## config.mk

```make
export PLATFORM = sky130hd
export DESIGN_NAME = bram_shadow_reader
export DESIGN_NICKNAME = d
export VERILOG_FILES = /design/src/rtl/bram_shadow_pkg.sv /design/src/rtl/rd_tag_pipe.sv /design/src/rtl/bram_shadow_reader.sv
export SDC_FILE = /design/constraint.sdc
export NUM_CORES = 1
export LEC_CHECK = 0
export CAP_MARGIN = 20
export CORE_AREA = 2 2 135 137
export DETAILED_ROUTE_END_ITERATION = 6
export DIE_AREA = 0 0 137 139
export HOLD_SLACK_MARGIN = 0.06
export PLACE_DENSITY = 0.78
export RECOVER_POWER = 50
export SYNTH_ARGS = -nofsm -noshare
export SYNTH_HDL_FRONTEND = slang
export SYNTH_SLANG_ARGS = --single-unit
export TNS_END_PERCENT = 50
```

## constraint.sdc

```tcl
create_clock -name clk -period 3.3 [get_ports clk]
set_input_delay 0.825 -clock clk [delete_from_list [all_inputs] [get_ports clk]]
set_output_delay 0.825 -clock clk [all_outputs]
set_load 0.01 [all_outputs]
```

## src/rtl/bram_shadow_pkg.sv

```systemverilog
// Shared types and constants for the BRAM shadow reader: FSM states,
// the default game-register offset table and the game map word indices.
package bram_shadow_pkg;

    typedef enum logic [1:0] {
        ST_IDLE  = 2'd0,
        ST_SWEEP = 2'd1,
        ST_DRAIN = 2'd2,
        ST_HOLD  = 2'd3
    } state_e;

    localparam int DEFAULT_NUM_REGS = 7;

    // Entry i lives in bits [8i+7:8i]; entry 0 is the rightmost byte.
    localparam logic [8*DEFAULT_NUM_REGS-1:0] DEFAULT_OFFSETS =
        {8'h0E, 8'h0D, 8'h04, 8'h02, 8'h09, 8'h08, 8'h0F};

    localparam int GAME_STATE = 0;
    localparam int BALL_X     = 1;
    localparam int BALL_Y     = 2;
    localparam int PADDLE1_Y  = 3;
    localparam int PADDLE2_Y  = 4;
    localparam int SCORE1     = 5;
    localparam int SCORE2     = 6;

    function automatic int idx_width(input int n);
        return (n > 1) ? $clog2(n) : 1;
    endfunction

endpackage

```

## src/rtl/rd_tag_pipe.sv

```systemverilog
// DEPTH-deep shift register of {valid, idx} tags that tracks which staging
// word each in-flight BRAM read belongs to; resets to all-invalid.
module rd_tag_pipe #(
    parameter int DEPTH = 2,
    parameter int IDX_W = 3
) (
    input  logic             clk,
    input  logic             reset,
    input  logic             in_valid,
    input  logic [IDX_W-1:0] in_idx,
    output logic             out_valid,
    output logic [IDX_W-1:0] out_idx
);

    localparam int TAG_W = IDX_W + 1;

    logic [DEPTH-1:0][TAG_W-1:0] pipe_q, pipe_d;

    always_comb begin
        pipe_d    = pipe_q;
        pipe_d[0] = {in_valid, in_idx};
        for (int s = 1; s < DEPTH; s++) begin
            pipe_d[s] = pipe_q[s-1];
        end
    end

    always_ff @(posedge clk) begin
        if (reset) begin
            pipe_q <= '0;
        end else begin
            pipe_q <= pipe_d;
        end
    end

    assign {out_valid, out_idx} = pipe_q[DEPTH-1];

endmodule

```

## src/rtl/bram_shadow_reader.sv

```systemverilog
// Sweeps NUM_REGS BRAM words into a staging bank and commits them to the
// shadow bank on frame_sync. SHADOW_CHANGE_FLAGS_EN adds per-word change flags.
module bram_shadow_reader
    import bram_shadow_pkg::*;
#(
    parameter int                      NUM_REGS  = 7,
    parameter int                      ADDR_W    = 16,
    parameter int                      DATA_W    = 16,
    parameter int                      RD_LAT    = 2,
    parameter logic [ADDR_W-1:0]       BASE_ADDR = ADDR_W'(16'h8000),
    parameter logic [8*NUM_REGS-1:0]   OFFSETS   = (8*NUM_REGS)'(DEFAULT_OFFSETS)
) (
    input  logic                       clk,
    input  logic                       reset,
    input  logic                       enable,
    input  logic                       frame_sync,
    input  logic [DATA_W-1:0]          q_b,
    output logic [ADDR_W-1:0]          addr_b,
    output logic [NUM_REGS*DATA_W-1:0] regs_out,
    output logic                       snapshot_valid,
    output logic                       busy,
`ifdef SHADOW_CHANGE_FLAGS_EN
    output logic [NUM_REGS-1:0]        changed,
`endif
    output logic                       overrun
);

    localparam int IDX_W = idx_width(NUM_REGS);

    state_e                          state_q, state_d;
    logic [IDX_W-1:0]                idx_q, idx_d;
    logic [ADDR_W-1:0]               addr_b_q, addr_b_d;
    logic [NUM_REGS-1:0][DATA_W-1:0] staging_q, staging_d;
    logic [NUM_REGS-1:0][DATA_W-1:0] regs_q, regs_d;
    logic                            snapshot_valid_q, snapshot_valid_d;
    logic                            overrun_q, overrun_d;

    logic             push_valid;
    logic             commit;
    logic             tag_valid;
    logic [IDX_W-1:0] tag_idx;
    logic [7:0]       cur_off;

    rd_tag_pipe #(
        .DEPTH (RD_LAT),
        .IDX_W (IDX_W)
    ) u_tag_pipe (
        .clk       (clk),
        .reset     (reset),
        .in_valid  (push_valid),
        .in_idx    (idx_q),
        .out_valid (tag_valid),
        .out_idx   (tag_idx)
    );

    always_comb begin
        cur_off = '0;
        for (int i = 0; i < NUM_REGS; i++) begin
            if (idx_q == IDX_W'(i)) cur_off = OFFSETS[8*i +: 8];
        end
    end

    always_comb begin
        state_d    = state_q;
        idx_d      = idx_q;
        addr_b_d   = addr_b_q;
        push_valid = 1'b0;
        commit     = 1'b0;
        overrun_d  = overrun_q;

        case (state_q)
            ST_IDLE: begin
                addr_b_d = '0;
                if (enable) begin
                    state_d = ST_SWEEP;
                    idx_d   = '0;
                end
            end
            ST_SWEEP: begin
                addr_b_d   = BASE_ADDR + ADDR_W'(cur_off);
                push_valid = 1'b1;
                idx_d      = idx_q + IDX_W'(1);
                if (idx_q == IDX_W'(NUM_REGS - 1)) begin
                    state_d = ST_DRAIN;
                    idx_d   = '0;
                end
            end
            // The last tag carries the highest index, so its exit ends the drain.
            ST_DRAIN: begin
                if (tag_valid && tag_idx == IDX_W'(NUM_REGS - 1)) state_d = ST_HOLD;
            end
            ST_HOLD: begin
                if (frame_sync) begin
                    commit  = 1'b1;
                    idx_d   = '0;
                    state_d = enable ? ST_SWEEP : ST_IDLE;
                end
            end
            default: state_d = ST_IDLE;
        endcase

        if (frame_sync && state_q != ST_HOLD) overrun_d = 1'b1;
        snapshot_valid_d = commit;
    end

    always_comb begin
        staging_d = staging_q;
        regs_d    = regs_q;
        for (int i = 0; i < NUM_REGS; i++) begin
            if (tag_valid && tag_idx == IDX_W'(i)) staging_d[i] = q_b;
        end
        if (commit) regs_d = staging_q;
    end

`ifdef SHADOW_CHANGE_FLAGS_EN
    logic [NUM_REGS-1:0] changed_q, changed_d;

    always_comb begin
        changed_d = changed_q;
        if (commit) begin
            for (int i = 0; i < NUM_REGS; i++) begin
                changed_d[i] = (staging_q[i] != regs_q[i]);
            end
        end
    end

    always_ff @(posedge clk) begin
        if (reset) changed_q <= '0;
        else       changed_q <= changed_d;
    end

    assign changed = changed_q;
`endif

    always_ff @(posedge clk) begin
        if (reset) begin
            state_q          <= ST_IDLE;
            idx_q            <= '0;
            addr_b_q         <= '0;
            staging_q        <= '0;
            regs_q           <= '0;
            snapshot_valid_q <= 1'b0;
            overrun_q        <= 1'b0;
        end else begin
            state_q          <= state_d;
            idx_q            <= idx_d;
            addr_b_q         <= addr_b_d;
            staging_q        <= staging_d;
            regs_q           <= regs_d;
            snapshot_valid_q <= snapshot_valid_d;
            overrun_q        <= overrun_d;
        end
    end

    assign addr_b         = addr_b_q;
    assign regs_out       = regs_q;
    assign snapshot_valid = snapshot_valid_q;
    assign busy           = (state_q == ST_SWEEP) || (state_q == ST_DRAIN);
    assign overrun        = overrun_q;

endmodule
```

=== Yosys cells after proc, flatten, opt, wreduce, memory -nomap -nowiden ===
Index checks and enable logic that the tools add are counted.

* Equal/unequal tests: 20
* Muxes and demuxes: 21
* Reductions and logical operators: 16
* Add/subtract/negate cells: 2

{| class="wikitable"
|+ Operator list
! kind !! count
|-
| 2-to-1 mux 8 bit || 6
|-
| case mux 16 bit (2 select lines) || 1
|-
| equality test 3 bit, second input constant || 6
|-
| adder 16 x 8 -> 16 bit, first input constant || 1
|-
| equality test 3 x 2 -> 1 bit, second input constant || 4
|-
| inequality test 2 bit, second input constant || 5
|-
| 2-to-1 mux 3 bit || 3
|-
| case mux 3 bit (3 select lines) || 1
|-
| logical AND 1 bit || 8
|-
| 2-to-1 mux 2 bit || 4
|-
| case mux 2 bit (4 select lines) || 1
|-
| equality test 3 x 1 -> 1 bit, second input constant || 2
|-
| zero test 3 bit || 2
|-
| equality test 2 bit, second input constant || 2
|-
| 2-to-1 mux 1 bit || 4
|-
| 2-to-1 mux 4 bit || 1
|-
| AND reduction 4 bit || 1
|-
| adder 3 x 1 -> 3 bit, second input constant || 1
|-
| AND reduction 3 bit || 1
|-
| nonzero test 3 bit || 1
|-
| equality test 2 x 1 -> 1 bit, second input constant || 1
|-
| zero test 2 bit || 1
|-
| nonzero test 2 bit || 1
|-
| logical OR 1 bit || 1
|}

* Output and inout bits: 131
* Word-level logic and storage cells: 80
* Register bits after elaboration: 255
* Bits of input ports: 20

=== Logic depth before layout (Yosys ltp) ===
Gate-level depths: netlist of the first run.

* Word-level depth: 10
* Depth in mapped cells: 7
* Depth with buffers taken out: 5

=== Cells and area by module ===
From an unflattened synthesis of the first run, not the netlist that was laid out.

* Cells, all modules: 1087
* Area total of the unflattened synthesis: 8652.0 µm²

{| class="wikitable"
|+ Modules (own cells, without submodules)
! module !! instances !! sequential area each (µm²) !! cells each !! area an instance (µm²)
|-
| bram_shadow_reader || 1 || 4724.5 || 1071 || 8441.8
|-
| rd_tag_pipe || 1 || 160.2 || 16 || 210.2
|}

=== Worst setup path after synthesis of the first run ===
Ideal clock, no wire load.

* Path kind: input port to flip-flop
* Start: input frame_sync
* End: register regs_q (netlist bit regs_out[0])
* Slack: 1.471 ns
* Data required time: 3.230 ns
* Setup time: 0.070 ns
* Stages on the path: 6
* Arrival: 1.759 ns
* Path buffers: 2
* Cell sequence: inv_1 -> nor2_1 -> clkbuf_1 -> clkbuf_1 -> nand2_1 -> a21oi_1

* Cells in the longest elaborated chain, start to end: 2

{| class="wikitable"
|+ RTL lines
! item !! line !! text
|-
| start, declared || bram_shadow_reader.sv:16 || <nowiki>input logic frame_sync,</nowiki>
|-
| 2-to-1 mux 1 bit || bram_shadow_reader.sv:93 || <nowiki>if (frame_sync) begin</nowiki>
|-
| 2-to-1 mux 1 bit || bram_shadow_reader.sv:71 || <nowiki>case (state_q)</nowiki>
|-
| end signal, assigned || bram_shadow_reader.sv:149 || <nowiki>regs_q <= regs_d;</nowiki>
|-
| end, declared || bram_shadow_reader.sv:34 || <nowiki>logic [NUM_REGS-1:0][DATA_W-1:0] regs_q, regs_d;</nowiki>
|}

Every way passes these cells.
A chain may end at the register's enable or synchronous reset.

=== Final worst setup path of the first run ===
* Start: input frame_sync
* End: register regs_q (netlist bit regs_out[88])

Same word-level chain as after synthesis.

==> results of run 1 <==
## worst max-delay path by stage
stage	startpoint	endpoint	slack (ps)	depth (start not counted)
6_report	frame_sync	regs_out[88]	540	5
5_1_grt	frame_sync	regs_out[88]	300	5
3_3_place_gp	frame_sync	idx_q[2]	880	5
4_1_cts	state_q[0]	busy	570	3
2_1_floorplan	frame_sync	regs_out[0]	1470	6
3_5_place_dp	frame_sync	state_q[0]	790	5
## power breakdown
group	switching, µW	leakage [µW]	internal [µW]
clock	1110	0.000411	1710
combinational	347	0.00123	195
sequential	55.2	0.00197	3010
## layout make-up
class / count / area (µm²) / share of cell area
well taps: 229 / 287 / 0.0263
multi-input cells: 759 / 3370 / 0.309
repair buffers: 149 / 1500 / 0.137
clock buffers: 33 / 696 / 0.0639
clock inverters: 11 / 133 / 0.0122
inverters: 8 / 30.0 / 0.00276
flip-flops and latches: 244 / 4880 / 0.448
## placed cells by master, fill, tap and decap left out, drive strengths merged
cell,count
nor3,4
nand4b,2
bufinv,3
nand2,460
nor2b,8
a222oi,1
a221o,1
a311oi,1
and2b,1
a211oi,1
clkinv,7
a22o,2
or3,3
dfxtp,244
a21oi,230
nand3b,4
clkbuf,36
conb,11
clkdlybuf4s50,137
inv,8
a32o,1
nand3,3
nand2b,2
a211o,1
buf,8
and3,1
o221ai,1
clkinvlp,1
ha,6
nor2,8
nor3b,3
o21ai,3
dlygate4sd3,1
o31ai,1
## registers in the layout (all words and copies together), names as in the netlist
name                  cells
regs_out                112
staging_q               112
addr_b                    5
u_tag_pipe.pipe_d         4
idx_q                     3
u_tag_pipe.out_idx        3
state_q                   2
overrun                   1
snapshot_valid            1
u_tag_pipe.out_valid      1
## routing by layer
metal | vias up | wire (µm)
li1 | 3681 | -
met4 | 0 | 476
met1 | 3432 | 9650
met5 | - | 0
met2 | 201 | 10700
met3 | 33 | 1220
## cell families (layout without fill, tap and decap cells)
kind of cell             Yosys count  in the layout  synth area share
AO/OA/AOI/OAI                    243            243             0.146
adder cells (fa/ha/maj)            6              6           0.00874
buffers and inverters             89            201            0.0446
flip-flops                       244            244             0.568
other                              1             11          0.000436
AND/OR/NAND/NOR                  499            499             0.232
## metrics by stage
step / power [µW] / util / setup slack, ps / hold slack (ps) / instance area [µm²]
2_1_floorplan: 3450 / - / 1470 / 414 / 8630
3_3_place_gp: 3660 / 0.571 / 885 / 418 / 10100
3_5_place_dp: 3670 / 0.571 / 787 / 427 / 10100
4_1_cts: 6460 / 0.618 / 568 / 434 / 10900
5_1_grt: 6640 / 0.617 / 297 / 452 / 10900
6_report: 6420 / 0.617 / 537 / 433 / 10900
==> flow_summary_export.csv, run 1 <==
group,metric,value,unit
clock_network,path_clk_slew,60,ps
outcome,violations,"max-capacitance violations, max-slew violations",
clock_network,clk_latency,510,ps
timing,skew,15.6,ps
floorplan,die_w,137,µm
floorplan,die_h,139,µm
clock_network,cts_tree,"built",
logic_synthesis,synth-edff-count,0,
logic_synthesis,yosysMostFrequentCell,"nand2_1",
worst_setup_path,cp-start-kind,"input port",
floorplan,dieArea,19000,µm²
clock_network,cts_root_buf,"clkbuf_16",
clock_network,postCtsResizedCells,0,
grt,grt_pass1_vias,6550,
place,dp.final_hpwl,13400,µm
final_layout,fin_nets,1212,
min_path,hold_path_end,"u_tag_pipe.out_idx[2]",
grt,grt_use_total,0.223,
grt,grt_max_degree,119,
logic_synthesis,syn_inst,1082,
worst_setup_path,arrival,3170,ps
clock_network,cts_buffer_depth,3,
final_layout,drive_gt1_frac,0.0457,
worst_setup_path,crit_chain,"dlygate4sd3_1 -> nand2_1 -> buf_4 -> nand2_1 -> a21oi_1",
final_layout,syn_to_final_growth,26.7,%
worst_setup_path,critPathMaxStageDelay,1010,ps
timing,rsz0062_at_grt,"false",
logic_synthesis,syn_area,8590,µm²
worst_setup_path,critical_path.top_delay_family,"simple AND/OR/NAND/NOR gates",
job,drv_cap,1,
timing,fmax,362,MHz
timing,timing.setup.tns,0,ps
logic_synthesis,synthTopCellsByCount,"nand2_1 (460), dfxtp_1 (244), a21oi_1 (230)",
timing,drv_slew,119,
logic_synthesis,syn_area_per_cell,7.94,µm²
pwr,p_leak,0.00361,µW
place,dp_cells,1388,
final_layout,antenna_cells,0,
grt,groute.layer.met2.usage,0.373,
routing,first_pass_iters,5,
grt,grt_pass1_wl,34000,µm
routing,ant_nets,0,
floorplan,io_pins,151,
logic_synthesis,yosys.area.top_type_share,0.568,
outcome,status,"complete, but fails checks",
floorplan,num_rows,49,
grt,use_met1,0.301,
min_path,holdPathStages,1,
worst_setup_path,r2r_start,"state_q[0]",
logic_synthesis,yosysUniqueCellTypes,35,
logic_synthesis,async_reset_ff_frac,0,
timing,finalCritPeriodShare,0.837,
logic_synthesis,synth_warnings,0,
grt,busiest_layer,"met2",
min_path,hp-class,"flip-flop to flip-flop",
floorplan,start_util,0.487,
final_layout,n_fill_cell,1586,
timing,min_period,2760,ps
grt,grt_overflow,0,
worst_setup_path,r2r_slack,820,ps
worst_setup_path,cp_num_buf_inv,2,
worst_setup_path,worst_path_max_delay_cell,"nand2_1",
logic_synthesis,synth_ff_type,"dfxtp_1",
pwr,power_density,590,nW/µm²
worst_setup_path,critical_path_required,3700,ps
logic_synthesis,yosysTopAreaCell,"dfxtp_1",
logic_synthesis,yosys-top-cells-area,"dfxtp_1 (57%), nand2_1 (20%), a21oi_1 (13%)",
grt,antenna_found_initial,0,
clock_network,cts_buffers,24,
worst_setup_path,r2r-end,"regs_out[88]",
routing,routed_wl,22000,µm
clock_network,htreeDepth,1,
worst_setup_path,path_class,"input port to flip-flop",
worst_setup_path,cp_max_fo,36,
timing,tightest_slew,2280,ps
worst_setup_path,reg2regPathDepth,5,
worst_setup_path,cp_common_cell,"nand2_1",
routing,wire_per_inst,15.4,µm
final_layout,final_cells,1433,
logic_synthesis,yosysSeqAreaShare,0.568,
floorplan,coreArea,17700,µm²
clock_network,cts.sinks,244,
logic_synthesis,synth_seq_cells,244,
routing,vias_per_cell,5.13,
place,portBuffers,139,
routing,first_iter_violations,573,
clock_network,postCtsSetupRepairBufs,0,
routing,drc_errors,0,
routing,num_vias,7347,
place,gp_congestion,0.770,
timing,finalHoldViolCount,0,
pwr,vdd_drop_max,0.434,mV
grt,met3_usage,0.0358,
timing,setup_viol,0,
worst_setup_path,endpoint_kind,"flip-flop",
timing,maxSlewHeadroom,-0.521,
clock_network,hold_buffers,0,
min_path,min-delay-start,"u_tag_pipe.pipe_d[6]",
(Power assumes the default switching activity.)
==> run 2, diff against run 1 <==
==> constraint.sdc (replaced) <==
create_clock -name clk -period 2.9 [get_ports clk]
set_input_delay 0.725 -clock clk [delete_from_list [all_inputs] [get_ports clk]]
set_output_delay 0.725 -clock clk [all_outputs]
set_load 0.01 [all_outputs]
==> run 2 against run 1 <==
Net effect: the flow still finishes with violations (max-capacitance violations, max-slew violations); total power is 13% higher; hold slack better by 0.83 ps; global-route usage is 0.099 points higher; non-clock buffer count stayed put; utilization is 0.15 points lower; first-iteration DRC count is 1.2% lower; cell area is 0.24% lower; clock skew is 8.0 ps lower; critical path depth is 2 lower; critical path type is now flip-flop to primary output; highest routed layer unchanged.
==> flow_summary_export.csv, run 2 (synthesis gave the netlist of run 1 again) <==
group,metric,value,unit
clock_network,hold_buffers,0,
final_layout,final_cells,1431,
worst_setup_path,cp_max_fo,5,
worst_setup_path,arrival,1840,ps
routing,ant_nets,0,
place,gp_congestion,0.736,
timing,drv_slew,110,
outcome,violations,"max-capacitance violations, max-slew violations",
routing,wire_per_inst,15.4,µm
final_layout,final_common_cell,"nand2_1",
routing,first_iter_violations,566,
worst_setup_path,critical_path_required,2170,ps
routing,num_vias,7369,
pwr,p_leak,0.00361,µW
timing,timing.setup.tns,0,ps
clock_network,cts_root_buf,"clkbuf_16",
timing,setup_viol,0,
timing,fmax,389,MHz
timing,layout_setup_ws,330,ps
floorplan,die_w,137,µm
clock_network,cts.sinks,244,
pwr,p_switching,1700,µW
pwr,power_density,669,nW/µm²
clock_network,cts_tree,"built",
timing,min_period,2570,ps
timing,finalCritPeriodShare,0.886,
grt,grt_use_total,0.224,
pwr,p_seq_frac,0.479,
pwr,sw_frac_of_total,0.233,
grt,antenna_found_initial,0,
final_layout,syn_to_final_growth,26.4,%
clock_network,postCtsResizedCells,0,
clock_network,cts_buffers,24,
floorplan,die_h,139,µm
clock_network,cts_buffer_depth,3,
timing,rsz0062_at_grt,"false",
place,dp_cells,1389,
place,place_ws,529,ps
outcome,status,"complete, but fails checks",
grt,grt_overflow,0,
clock_network,clk_latency,500,ps
job,drv_cap,1,
pwr,vdd_drop_max,0.526,mV
routing,vias_per_cell,5.15,
clock_network,htreeDepth,1,
clock_network,postCtsSetupRepairBufs,0,
timing,maxSlewHeadroom,-0.413,
place,dp.final_hpwl,13100,µm
grt,grt_max_degree,131,
floorplan,coreArea,17700,µm²
final_layout,final_cell_mix,"nand2_1 (459), dfxtp_1 (244), a21oi_1 (230)",
clock_network,path_clk_slew,60,ps
final_layout,antenna_cells,0,
place,portBuffers,139,
floorplan,start_util,0.487,
pwr,p_comb_frac,0.084,
worst_setup_path,path_class,"flip-flop to primary output",
timing,finalHoldViolCount,0,
final_layout,drive_gt1_frac,0.0433,
routing,routed_wl,22100,µm
floorplan,dieArea,19000,µm²
grt,grt_pass1_wl,34200,µm
floorplan,io_pins,151,
min_path,hp-class,"flip-flop to flip-flop",
routing,drc_errors,0,
routing,first_pass_iters,7,
grt,grt_pass1_vias,6545,
worst_setup_path,endpoint_kind,"primary output",
pwr,p_int,5580,µW
floorplan,num_rows,49,
timing,tightest_slew,2120,ps
timing,skew,7.54,ps
pwr,p_clk_frac,0.437,
final_layout,fin_nets,1212,
worst_setup_path,cp-start-kind,"flip-flop",
==> run 2: final cells by class <==
cell class,count,area (µm²)
clock buffer,34,699
clock inverter,8,115
fill,1578,6790
inverter,8,30.0
multi-input combinational,759,3370
sequential,244,4880
tap,229,287
timing repair buffer,149,1480
==> run 2: worst max-delay path, cell delays in order, from the launching register on <==
cell             delay [ps]
dfxtp_1                 380
inv_1                   120
ha_1                    320
clkdlybuf4s50_1         530
==> run 2: per-layer routing <==
| layer | global-route usage | routed length (µm) | vias up |
|---|---|---|---|
| met5 | 0 | 0 | - |
| met4 | 0.0733 | 716 | 0 |
| met3 | 0.0384 | 1390 | 44 |
| met2 | 0.361 | 10300 | 233 |
| met1 | 0.306 | 9700 | 3421 |
| li1 | - | - | 3671 |
==> run 2: power by group through the flow <==
stage               clock network (µW)  registers (µW)  logic, µW
floorplan                            0            3550        378
global placement                     0            3560        602
detailed placement                   0            3560        611
CTS                               3220            3490        616
global route                      3340            3500        667
finish                            3180            3490        609
==> run 2: stage by stage <==
stage	area (µm²)	util	hold WS, ps	total power (µW)
2_1_floorplan	8630	-	414	3930
3_3_place_gp	10100	0.572	419	4160
3_5_place_dp	10100	0.572	423	4170
4_1_cts	10900	0.618	431	7320
5_1_grt	10900	0.615	445	7500
6_report	10900	0.615	434	7270
==> run 2: path summary, 6_finish.rpt <==
check | from | to | slack [ps] | cells past startpoint
setup / recovery | state_q[0] | busy | 330 | 3
hold / removal | u_tag_pipe.pipe_d[6] | u_tag_pipe.out_idx[2] | 430 | 1
setup reg to reg | state_q[1] | regs_out[33] | 460 | 6
hold reg to reg | u_tag_pipe.pipe_d[6] | u_tag_pipe.out_idx[2] | 430 | 1
